<file path="config.mk">
export PLATFORM = sky130hd
export DESIGN_NAME = led_rotation_monitor_flat
export DESIGN_NICKNAME = d
export VERILOG_FILES = /design/src/rtl/led_rotation_monitor_pkg.sv /design/src/rtl/led_rotation_monitor_if.sv /design/src/rtl/led_rotation_monitor_sync.sv /design/src/rtl/led_rotation_monitor.sv /design/src/flat_wrapper.sv
export SDC_FILE = /design/constraint.sdc
export NUM_CORES = 1
export LEC_CHECK = 0
export CAP_MARGIN = 5
export CORE_MARGIN = 8
export CORE_UTILIZATION = 30
export CTS_CLUSTER_DIAMETER = 80
export DETAILED_ROUTE_END_ITERATION = 8
export GPL_TIMING_DRIVEN = 0
export HOLD_SLACK_MARGIN = 0.02
export PLACE_DENSITY = 0.56
export SYNTH_ARGS = -nofsm -noshare
export SYNTH_HDL_FRONTEND = slang
export SYNTH_SLANG_ARGS = --single-unit
export TNS_END_PERCENT = 5
</file>
<file path="constraint.sdc">
create_clock -name clk -period 4.7 [get_ports clk]
set_input_delay 1.175 -clock clk [delete_from_list [all_inputs] [get_ports clk]]
set_output_delay 1.175 -clock clk [all_outputs]
set_load 0.005 [all_outputs]
</file>
<file path="src/rtl/led_rotation_monitor_pkg.sv">
// Shared types and helpers for the LED rotation monitor.
// FSM state encoding, rotate-left-by-1 and popcount.
package led_pkg;

  typedef enum logic [1:0] {
    IDLE    = 2'd0,
    ACQUIRE = 2'd1,
    LOCKED  = 2'd2,
    FAULT   = 2'd3
  } state_t;

  function automatic logic [7:0] rotl1(input logic [7:0] v);
    return {v[6:0], v[7]};
  endfunction

  function automatic logic [3:0] popcount(input logic [7:0] v);
    logic [3:0] c;
    c = '0;
    for (int i = 0; i < 8; i++) c = c + 4'(v[i]);
    return c;
  endfunction

endpackage

</file>
<file path="src/rtl/led_rotation_monitor_if.sv">
// Monitored LED bus, clear control and status outputs of the rotation monitor.
interface led_rotation_monitor_if;
  logic [7:0]  leds_in;
  logic        clr;
  logic        locked;
  logic        step_pulse;
  logic        err_pulse;
  logic [15:0] step_count;
  logic [15:0] err_count;
  logic [31:0] last_period;

  modport master (
    output leds_in, clr,
    input  locked, step_pulse, err_pulse, step_count, err_count, last_period
  );

  modport slave (
    input  leds_in, clr,
    output locked, step_pulse, err_pulse, step_count, err_count, last_period
  );
endinterface

</file>
<file path="src/rtl/led_rotation_monitor_sync.sv">
// Two-flop synchronizer for a bus that is asynchronous to clk.
module led_sync #(
  parameter int WIDTH = 8
) (
  input  logic             clk,
  input  logic             rst_n,
  input  logic [WIDTH-1:0] d,
  output logic [WIDTH-1:0] q
);
  logic [1:0][WIDTH-1:0] ff;

  always_ff @(posedge clk or negedge rst_n) begin
    if (!rst_n) ff <= '0;
    else        ff <= {ff[0], d};
  end

  assign q = ff[1];
endmodule

</file>
<file path="src/rtl/led_rotation_monitor.sv">
// Checks that the LED pattern rotates left by one at a steady rate;
// locks after an in-window step and flags skips, bad patterns and stalls.
module led_rotation_monitor
  import led_pkg::*;
#(
  parameter int CLK_FREQ  = 25_000_000,
  parameter int STEP_RATE = 4,
  parameter int TOL       = 16,
  parameter int EXP_ONES  = 5
) (
  input logic                  clk,
  input logic                  rst_n,
  led_rotation_monitor_if.slave bus
);
  localparam logic [31:0] P     = 32'(CLK_FREQ / STEP_RATE);
  localparam logic [31:0] WIN_LO = P - 32'(TOL);
  localparam logic [31:0] WIN_HI = P + 32'(TOL);
  localparam logic [3:0]  EXP_W  = 4'(EXP_ONES);

  logic [7:0]  leds_s, prev;
  logic [31:0] cnt, interval, last_period;
  logic [15:0] step_count, err_count;
  logic        change, valid, in_win;
  logic        step_pulse, err_pulse, locked;
  logic        step_nx, err_nx;
  state_t      state, state_nx;

  led_sync #(.WIDTH(8)) u_sync (
    .clk  (clk),
    .rst_n(rst_n),
    .d    (bus.leds_in),
    .q    (leds_s)
  );

  assign change   = (leds_s != prev);
  assign valid    = (leds_s == rotl1(prev));
  // cnt restarts at 0 on the change cycle, so the interval includes that cycle
  assign interval = (cnt == '1) ? cnt : cnt + 32'd1;
  assign in_win   = (interval >= WIN_LO) && (interval <= WIN_HI);

  always_comb begin
    state_nx = state;
    step_nx  = 1'b0;
    err_nx   = 1'b0;
    case (state)
      IDLE:
        if (change && valid && popcount(leds_s) == EXP_W) state_nx = ACQUIRE;
      ACQUIRE:
        if (change) begin
          if (!valid)      state_nx = IDLE;
          else if (in_win) begin
            state_nx = LOCKED;
            step_nx  = 1'b1;
          end
        end
      LOCKED:
        if (change) begin
          if (valid && in_win) step_nx = 1'b1;
          else begin
            err_nx   = 1'b1;
            state_nx = FAULT;
          end
        end else if (cnt == WIN_HI) begin
          err_nx   = 1'b1;
          state_nx = FAULT;
        end
      FAULT:
        if (change && valid) state_nx = ACQUIRE;
      default: state_nx = IDLE;
    endcase
  end

  always_ff @(posedge clk or negedge rst_n) begin
    if (!rst_n) begin
      state      <= IDLE;
      prev       <= '0;
      cnt        <= '0;
      last_period <= '0;
      step_pulse <= 1'b0;
      err_pulse  <= 1'b0;
      locked     <= 1'b0;
    end else begin
      state      <= state_nx;
      prev       <= leds_s;
      step_pulse <= step_nx;
      err_pulse  <= err_nx;
      // decoded from next state so locked tracks the state register exactly
      locked     <= (state_nx == LOCKED);
      if (change) begin
        cnt         <= '0;
        last_period <= interval;
      end else if (cnt != '1) begin
        cnt <= cnt + 32'd1;
      end
    end
  end

  always_ff @(posedge clk or negedge rst_n) begin
    if (!rst_n) begin
      step_count <= '0;
      err_count  <= '0;
    end else if (bus.clr) begin
      step_count <= '0;
      err_count  <= '0;
    end else begin
      if (step_pulse && step_count != 16'hFFFF) step_count <= step_count + 16'd1;
      if (err_pulse  && err_count  != 16'hFFFF) err_count  <= err_count  + 16'd1;
    end
  end

  assign bus.locked      = locked;
  assign bus.step_pulse  = step_pulse;
  assign bus.err_pulse   = err_pulse;
  assign bus.step_count  = step_count;
  assign bus.err_count   = err_count;
  assign bus.last_period = last_period;
endmodule

</file>
<file path="src/flat_wrapper.sv">
// flat-port wrapper written by rule: the top's interface ports become plain ports
module led_rotation_monitor_flat import led_pkg::*;
#(
  parameter int CLK_FREQ  = 25_000_000,
  parameter int STEP_RATE = 4,
  parameter int TOL       = 16,
  parameter int EXP_ONES  = 5
)
  (clk, rst_n, bus_leds_in, bus_clr, bus_locked, bus_step_pulse, bus_err_pulse, bus_step_count, bus_err_count, bus_last_period);
  led_rotation_monitor_if bus_i ();
  input logic clk;
  input logic rst_n;
  input wire logic [$bits(bus_i.leds_in)-1:0] bus_leds_in;
  input wire logic [$bits(bus_i.clr)-1:0] bus_clr;
  output wire logic [$bits(bus_i.locked)-1:0] bus_locked;
  output wire logic [$bits(bus_i.step_pulse)-1:0] bus_step_pulse;
  output wire logic [$bits(bus_i.err_pulse)-1:0] bus_err_pulse;
  output wire logic [$bits(bus_i.step_count)-1:0] bus_step_count;
  output wire logic [$bits(bus_i.err_count)-1:0] bus_err_count;
  output wire logic [$bits(bus_i.last_period)-1:0] bus_last_period;
  assign bus_i.leds_in = bus_leds_in;
  assign bus_i.clr = bus_clr;
  assign bus_locked = bus_i.locked;
  assign bus_step_pulse = bus_i.step_pulse;
  assign bus_err_pulse = bus_i.err_pulse;
  assign bus_step_count = bus_i.step_count;
  assign bus_err_count = bus_i.err_count;
  assign bus_last_period = bus_i.last_period;
  led_rotation_monitor #(.CLK_FREQ(CLK_FREQ), .STEP_RATE(STEP_RATE), .TOL(TOL), .EXP_ONES(EXP_ONES)) u_core (.clk(clk), .rst_n(rst_n), .bus(bus_i));
endmodule
</file>
---- Word level (Yosys, flattened, before mapping) ----
Cells that the tools add are included.
storage, ports and cells
  output and inout bits ................... 67
  word-level logic and storage cells ...... 71
  bits in registers ....................... 125
  input bits .............................. 11
cells by class
  muxes and demuxes ....................... 26
  order comparisons ....................... 2
  eq/ne operators ......................... 12
  add/sub/neg operators ................... 10
  reductions and logical operators ........ 10
operators by type and width
  operator               number
  $mux 32                3
  $mux 16                4
  $add 16x1->16 const B  2
  $add 32x1->32 const B  1
  $eq 32x23->1 const B   1
  $eq 32x32->1 const B   1
  $ge 32x23->1 const B   1
  $le 32x23->1 const B   1
  $ne 16x16->1 const B   2
  $ne 32x32->1 const B   1
  $add 4x1->4            6
  $mux 2                 8
  $mux 1                 9
  $eq 8x8->1             1
  $ne 8x8->1             1
  $pmux 2 s4             1
  $eq 2x2->1 const B     3
  $logic_and 1x1->1      6
  $reduce_bool 2->1      3
  $eq 4x3->1 const B     1
  $add 1x1->2            1
  $eq 2x1->1 const B     1
  $logic_not 2->1        1
  $pmux 1 s2             1

---- Depth between registers and ports, before layout ----
  depth after elaboration ................. 12
  depth in mapped cells ................... 14
  depth with buffers taken out ............ 14

---- Hierarchy ----
Synthesis repeated with hierarchy kept, for this count alone.
second synthesis, totals
  cell total of the unflattened synthesis .. 667
  area total of the unflattened synthesis .. 6,441.2 um^2
modules (own cells, without submodules)
  module                instances  area each (um^2)  sequential area each (um^2)  cells an instance
  led_rotation_monitor  1          5,980.7           2,727.6                      643
  led_sync              1          460.4             400.4                        24

---- Worst setup path before layout ----
Ideal clock, no wire load.
  kind .................................... flip-flop to flip-flop
  start point ............................. reg u_core.u_sync.ff, in the netlist u_core.u_sync.q[0]
  end point ............................... reg u_core.state[0]
  library setup time ...................... 0.064 ns
  cell stages (with the launch flop) ...... 13
  data required time ...................... 4.636 ns
  arrival time ............................ 3.358 ns
  clock period less this slack ............ 3.423 ns
  slack ................................... 1.277 ns
  path buffers ............................ 0
  cells stage by stage .................... dfrtp_1 ha_1 inv_1 fa_1 fa_1 fa_1 inv_1 fa_1 o41a_1 a21oi_1 nor2_1 a21oi_1 and2_2
between the ends
  word-level cells in the longest chain between the ends .. 11
  elaborated cells between the ends (all ways) .. 20
  classes of those cells .................. add/sub (7); eq/ne (3); mux (7); reduce/logical (3)
RTL lines
  item                      RTL line                         source
  start, declared           led_rotation_monitor_sync.sv:10  logic [1:0][WIDTH-1:0] ff;
  start signal, assigned    led_rotation_monitor_sync.sv:14  else ff <= {ff[0], d};
  $add 1x1->2               led_rotation_monitor_pkg.sv:19   for (int i = 0; i < 8; i++) c = c + 4'(v[i]);
  $add 4x1->4 (6 in a row)  led_rotation_monitor_pkg.sv:19
  $eq 4x3->1                led_rotation_monitor.sv:47       if (change && valid && popcount(leds_s) == EXP_W) state_nx = ACQUIRE;
  $logic_and 1x1->1         led_rotation_monitor.sv:47
  $mux 2                    led_rotation_monitor.sv:47
  $pmux 2 s4 (*)            led_rotation_monitor.sv:45       case (state)
  via u_core.state_nx[0]    led_rotation_monitor.sv:26       state_t state, state_nx;
  end signal, assigned      led_rotation_monitor.sv:83       state <= state_nx;
  end, declared             led_rotation_monitor.sv:26
The timed path passes the listed nets; every way through them passes the cells marked *.
A chain may end at the register's enable or synchronous reset.

---- Worst setup path in the final report ----
  start point ............................. reg u_core.u_sync.ff, in the netlist u_core.u_sync.q[0]
  end point ............................... reg u_core.locked (netlist: u_core.bus.locked)
between the ends
  word-level cells in the longest chain between the ends .. 12
  elaborated cells between the ends (all ways) .. 21
  classes of those cells .................. add/sub (7); eq/ne (4); mux (7); reduce/logical (3)
RTL lines
  item                      RTL line                        source
  $add 1x1->2               led_rotation_monitor_pkg.sv:19
  $add 4x1->4 (6 in a row)  led_rotation_monitor_pkg.sv:19
  $eq 4x3->1                led_rotation_monitor.sv:47
  $logic_and 1x1->1         led_rotation_monitor.sv:47
  $mux 2                    led_rotation_monitor.sv:47
  $pmux 2 s4 (*)            led_rotation_monitor.sv:45
  $eq 2x2->1 (*)            led_rotation_monitor.sv:88      locked <= (state_nx == LOCKED);
  end signal, assigned      led_rotation_monitor.sv:88
  end, declared             led_rotation_monitor.sv:24      logic step_pulse, err_pulse, locked;
Every way passes the cells marked *; elsewhere a longest branch is shown, timed or not.

==> results.json <==
{
  "status": "finished clean",
  "multi_input_area_sq_um": 3010,
  "htree_levels": 4,
  "area_delta_synth_final_pct": 27.05,
  "drv_cap": 0,
  "final_max_slew_viol_count": 0,
  "nets": 774,
  "hpwlAfterDp_um": 12520,
  "power_density_nw_per_um2": 312.0,
  "crit_path_cell_trace": "ha_1 > inv_1 > fa_1 > fa_1 > fa_1 > inv_1 > fa_1 > o41a_1 > a21oi_1 > nor2_1 > a21oi_1 > a211oi_2",
  "grt_first_pass_wirelength_um": 28150,
  "drt.antenna.violating_nets": 0,
  "crit_arrival_ps": 3890,
  "core_sq_um": 21020,
  "total_power_uw": 2544,
  "routed-via-count": 5064,
  "syn_area_sq_um": 6416,
  "synth_cell_type_count": 67,
  "root_buffer": "clkbuf_16",
  "cts_inserted_buffers": 17,
  "crit_start": "u_core.u_sync.q[0]",
  "fin_crit_ps": 3608,
  "slew-limit-headroom": 0.6049,
  "drive_gt1_frac": 0.1130,
  "regToRegEndpoint": "u_core.bus.locked",
  "die_y_um": 162.2,
  "grt_use_total": 0.1353,
  "start_kind": "register",
  "clock_skew_ps": 9.603,
  "yosysWarnings": 0,
  "synthesis.nets": 677,
  "first_pass_iters": 5,
  "synth.largest_area_cell": "dfrtp_1",
  "clkTransAtPathRegs_ps": 60,
  "grt_pass1_vias": 5189,
  "routed_wl_um": 17150,
  "slowest_stage": "fa_1",
  "cp-end-kind": "register",
  "synth_top_cell_area_share": 0.4875,
  "crit_fanout": 4,
  "fin_crit_sh": 0.7678,
  "die_x_um": 162.2,
  "cts.repair.resized": 0,
  "numClockSinks": 125,
  "synth_most_common_cell": "dfrtp_1",
  "gp_congestion": 0.9095,
  "wl_per_cell_um": 16.55,
  "cts_setup_buffers": 0,
  "crit_top_cell": "fa_1",
  "cts_buffer_depth": 2,
  "r2r_start": "u_core.u_sync.q[0]",
  "synth_common_cells": "dfrtp_1 (125), nor2_1 (96), a21oi_1 (47)",
  "syn_area_per_cell_sq_um": 9.856,
  "io-pin-count": 78,
  "ys_seq_elements": 125,
  "final_hold_viol_count": 0,
  "path_depth": 12,
  "hold_class": "reg2reg",
  "antenna_found_initial": 0,
  "initial_utilization": 0.3052,
  "grt_max_degree": 67,
  "fmax_mhz": 277.1,
  "ff_latch_area_sq_um": 3128,
  "setup_viol": 0,
  "crit_family": "adder cells",
  "gr-total-overflow": 0,
  "insertion_delay_ps": 410,
  "cts_tree": "built",
  "rows": 53,
  "whs_ps": 346.0,
  "reg2reg_depth": 12,
  "crit_required_ps": 4980,
  "r2r_slack_ps": 1090,
  "ys_seq_area_frac": 0.4875,
  "via_per_inst": 4.888,
  "antennaDiodeCount": 0,
  "drcViolationCount": 0,
  "nFillCells": 2108,
  "rsz0062_at_grt": "no",
  "async_flop_share": 1.000,
  "cpPeakStageDelay_ps": 470,
  "yosys-top-cells-area": "dfrtp_1 (49%), nor2_1 (5.6%), xor2_1 (5.2%)",
  "cp-endpoint": "u_core.bus.locked",
  "path_buf_inv": 2,
  "tightestPinTransition_ps": 592.7,
  "die-area_sq_um": 26320,
  "vdd_ir_drop_max_uv": 222.5,
  "port_buffers": 77,
  "dr.first_iter.drc_count": 459,
  "ys.flop_type": "dfrtp_1",
  "synth_edf_count": 0,
  "postSynthCellCount": 651,
  "postCtsHoldBufs": 0,
  "worstSetupPathType": "reg2reg",
  "p_leak_uw": 0.003381
}
==> final cells by class <==
cell class,count,area share
Inverter,26,0.01197
Sequential cell,125,0.3837
Multi-Input combinational cell,469,0.3693
Clock buffer,20,0.05602
Buffer,31,0.02210
Clock inverter,12,0.01658
Tap cell,275,0.04221
Timing Repair Buffer,78,0.09808
==> flip-flops by register name, summed over array words and instances, names as in the netlist <==
signal / flops
u_core.bus.err_count: 16
u_core.bus.err_pulse: 1
u_core.bus.last_period: 32
u_core.bus.locked: 1
u_core.bus.step_count: 16
u_core.bus.step_pulse: 1
u_core.cnt: 32
u_core.prev: 8
u_core.state: 2
u_core.u_sync.ff: 8
u_core.u_sync.q: 8
==> kinds of logic (layout without fill, tap and decap cells) <==
family | count (synthesis) | in the layout | synth area share
buffers and inverters | 57 | 167 | 0.04329
flip-flops | 125 | 125 | 0.4875
AO/OA/AOI/OAI | 92 | 92 | 0.08893
adder cells (fa/ha/maj) | 15 | 15 | 0.03393
multiplexers | 17 | 17 | 0.02808
XOR/XNOR | 60 | 60 | 0.08307
AND/OR/NAND/NOR | 285 | 285 | 0.2352
==> metal layers <==
layer / global-route usage / wire [um] / up-vias
met5: 0 / 0 / -
met4: 0.05219 / 322 / 0
met3: 0.03012 / 895 / 19
met2: 0.2091 / 7700 / 136
met1: 0.1809 / 8230 / 2442
li1: - / - / 2467
==> placed cells by master, fill, tap and decap left out, types with 6 or more instances in the layout <==
cell type,instances
dfrtp_1,125
nor2_1,96
clkdlybuf4s50_1,76
a21oi_1,47
xor2_1,38
nand2_1,38
nand4_1,29
nand3_1,27
inv_1,26
xnor2_1,21
clkbuf_16,17
o21ai_0,16
nor3_1,15
clkbuf_1,13
nor4_1,12
ha_1,11
and3_1,9
mux2i_1,9
or3_1,9
and2_1,8
mux2_2,8
buf_6,7
nor2b_1,6
==> worst min path at each step <==
| stage | slack, ps | startpoint | cells after the start | to |
|---|---|---|---|---|
| floorplan | 330 | u_core.u_sync.ff[0] | 0 | u_core.u_sync.q[0] |
| global placement | 330 | u_core.u_sync.ff[6] | 0 | u_core.u_sync.q[6] |
| detailed placement | 330 | u_core.u_sync.ff[0] | 0 | u_core.u_sync.q[0] |
| CTS | 350 | u_core.u_sync.ff[7] | 0 | u_core.u_sync.q[7] |
| global route | 350 | u_core.u_sync.ff[0] | 0 | u_core.u_sync.q[0] |
| finish | 350 | u_core.u_sync.ff[7] | 0 | u_core.u_sync.q[7] |
==> power breakdown <==
group / total [uW] / leakage (uW) / internal [uW] / switching (uW)
Combinational: 116 / 0.00142 / 47.7 / 68.5
Sequential: 1110 / 0.00168 / 1090 / 15.1
Clock: 1320 / 0.000279 / 813 / 507
==> per-stage QoR <==
step / util / cells / area (sq um) / setup TNS (ps) / setup WS [ps]
finish: 0.3878 / 1036 / 8152 / 0 / 1092
global route: 0.3878 / 1036 / 8152 / 0 / 887.1
CTS: 0.3878 / 1036 / 8152 / 0 / 1067
detailed placement: 0.3596 / 1004 / 7560 / 0 / 1078
global placement: 0.3583 / 1003 / 7531 / -337510 / -2710
floorplan: - / 651 / 6416 / 0 / 1277
==> worst reg2reg max path, stage by stage (launching register included) <==
cell	delay, ps
dfrtp_1	420
ha_1	310
inv_1	80
fa_1	430
fa_1	470
fa_1	370
inv_1	90
fa_1	410
o41a_1	440
a21oi_1	120
nor2_1	50
a21oi_1	180
a211oi_2	100
Power figures use the tool's default switching activity.
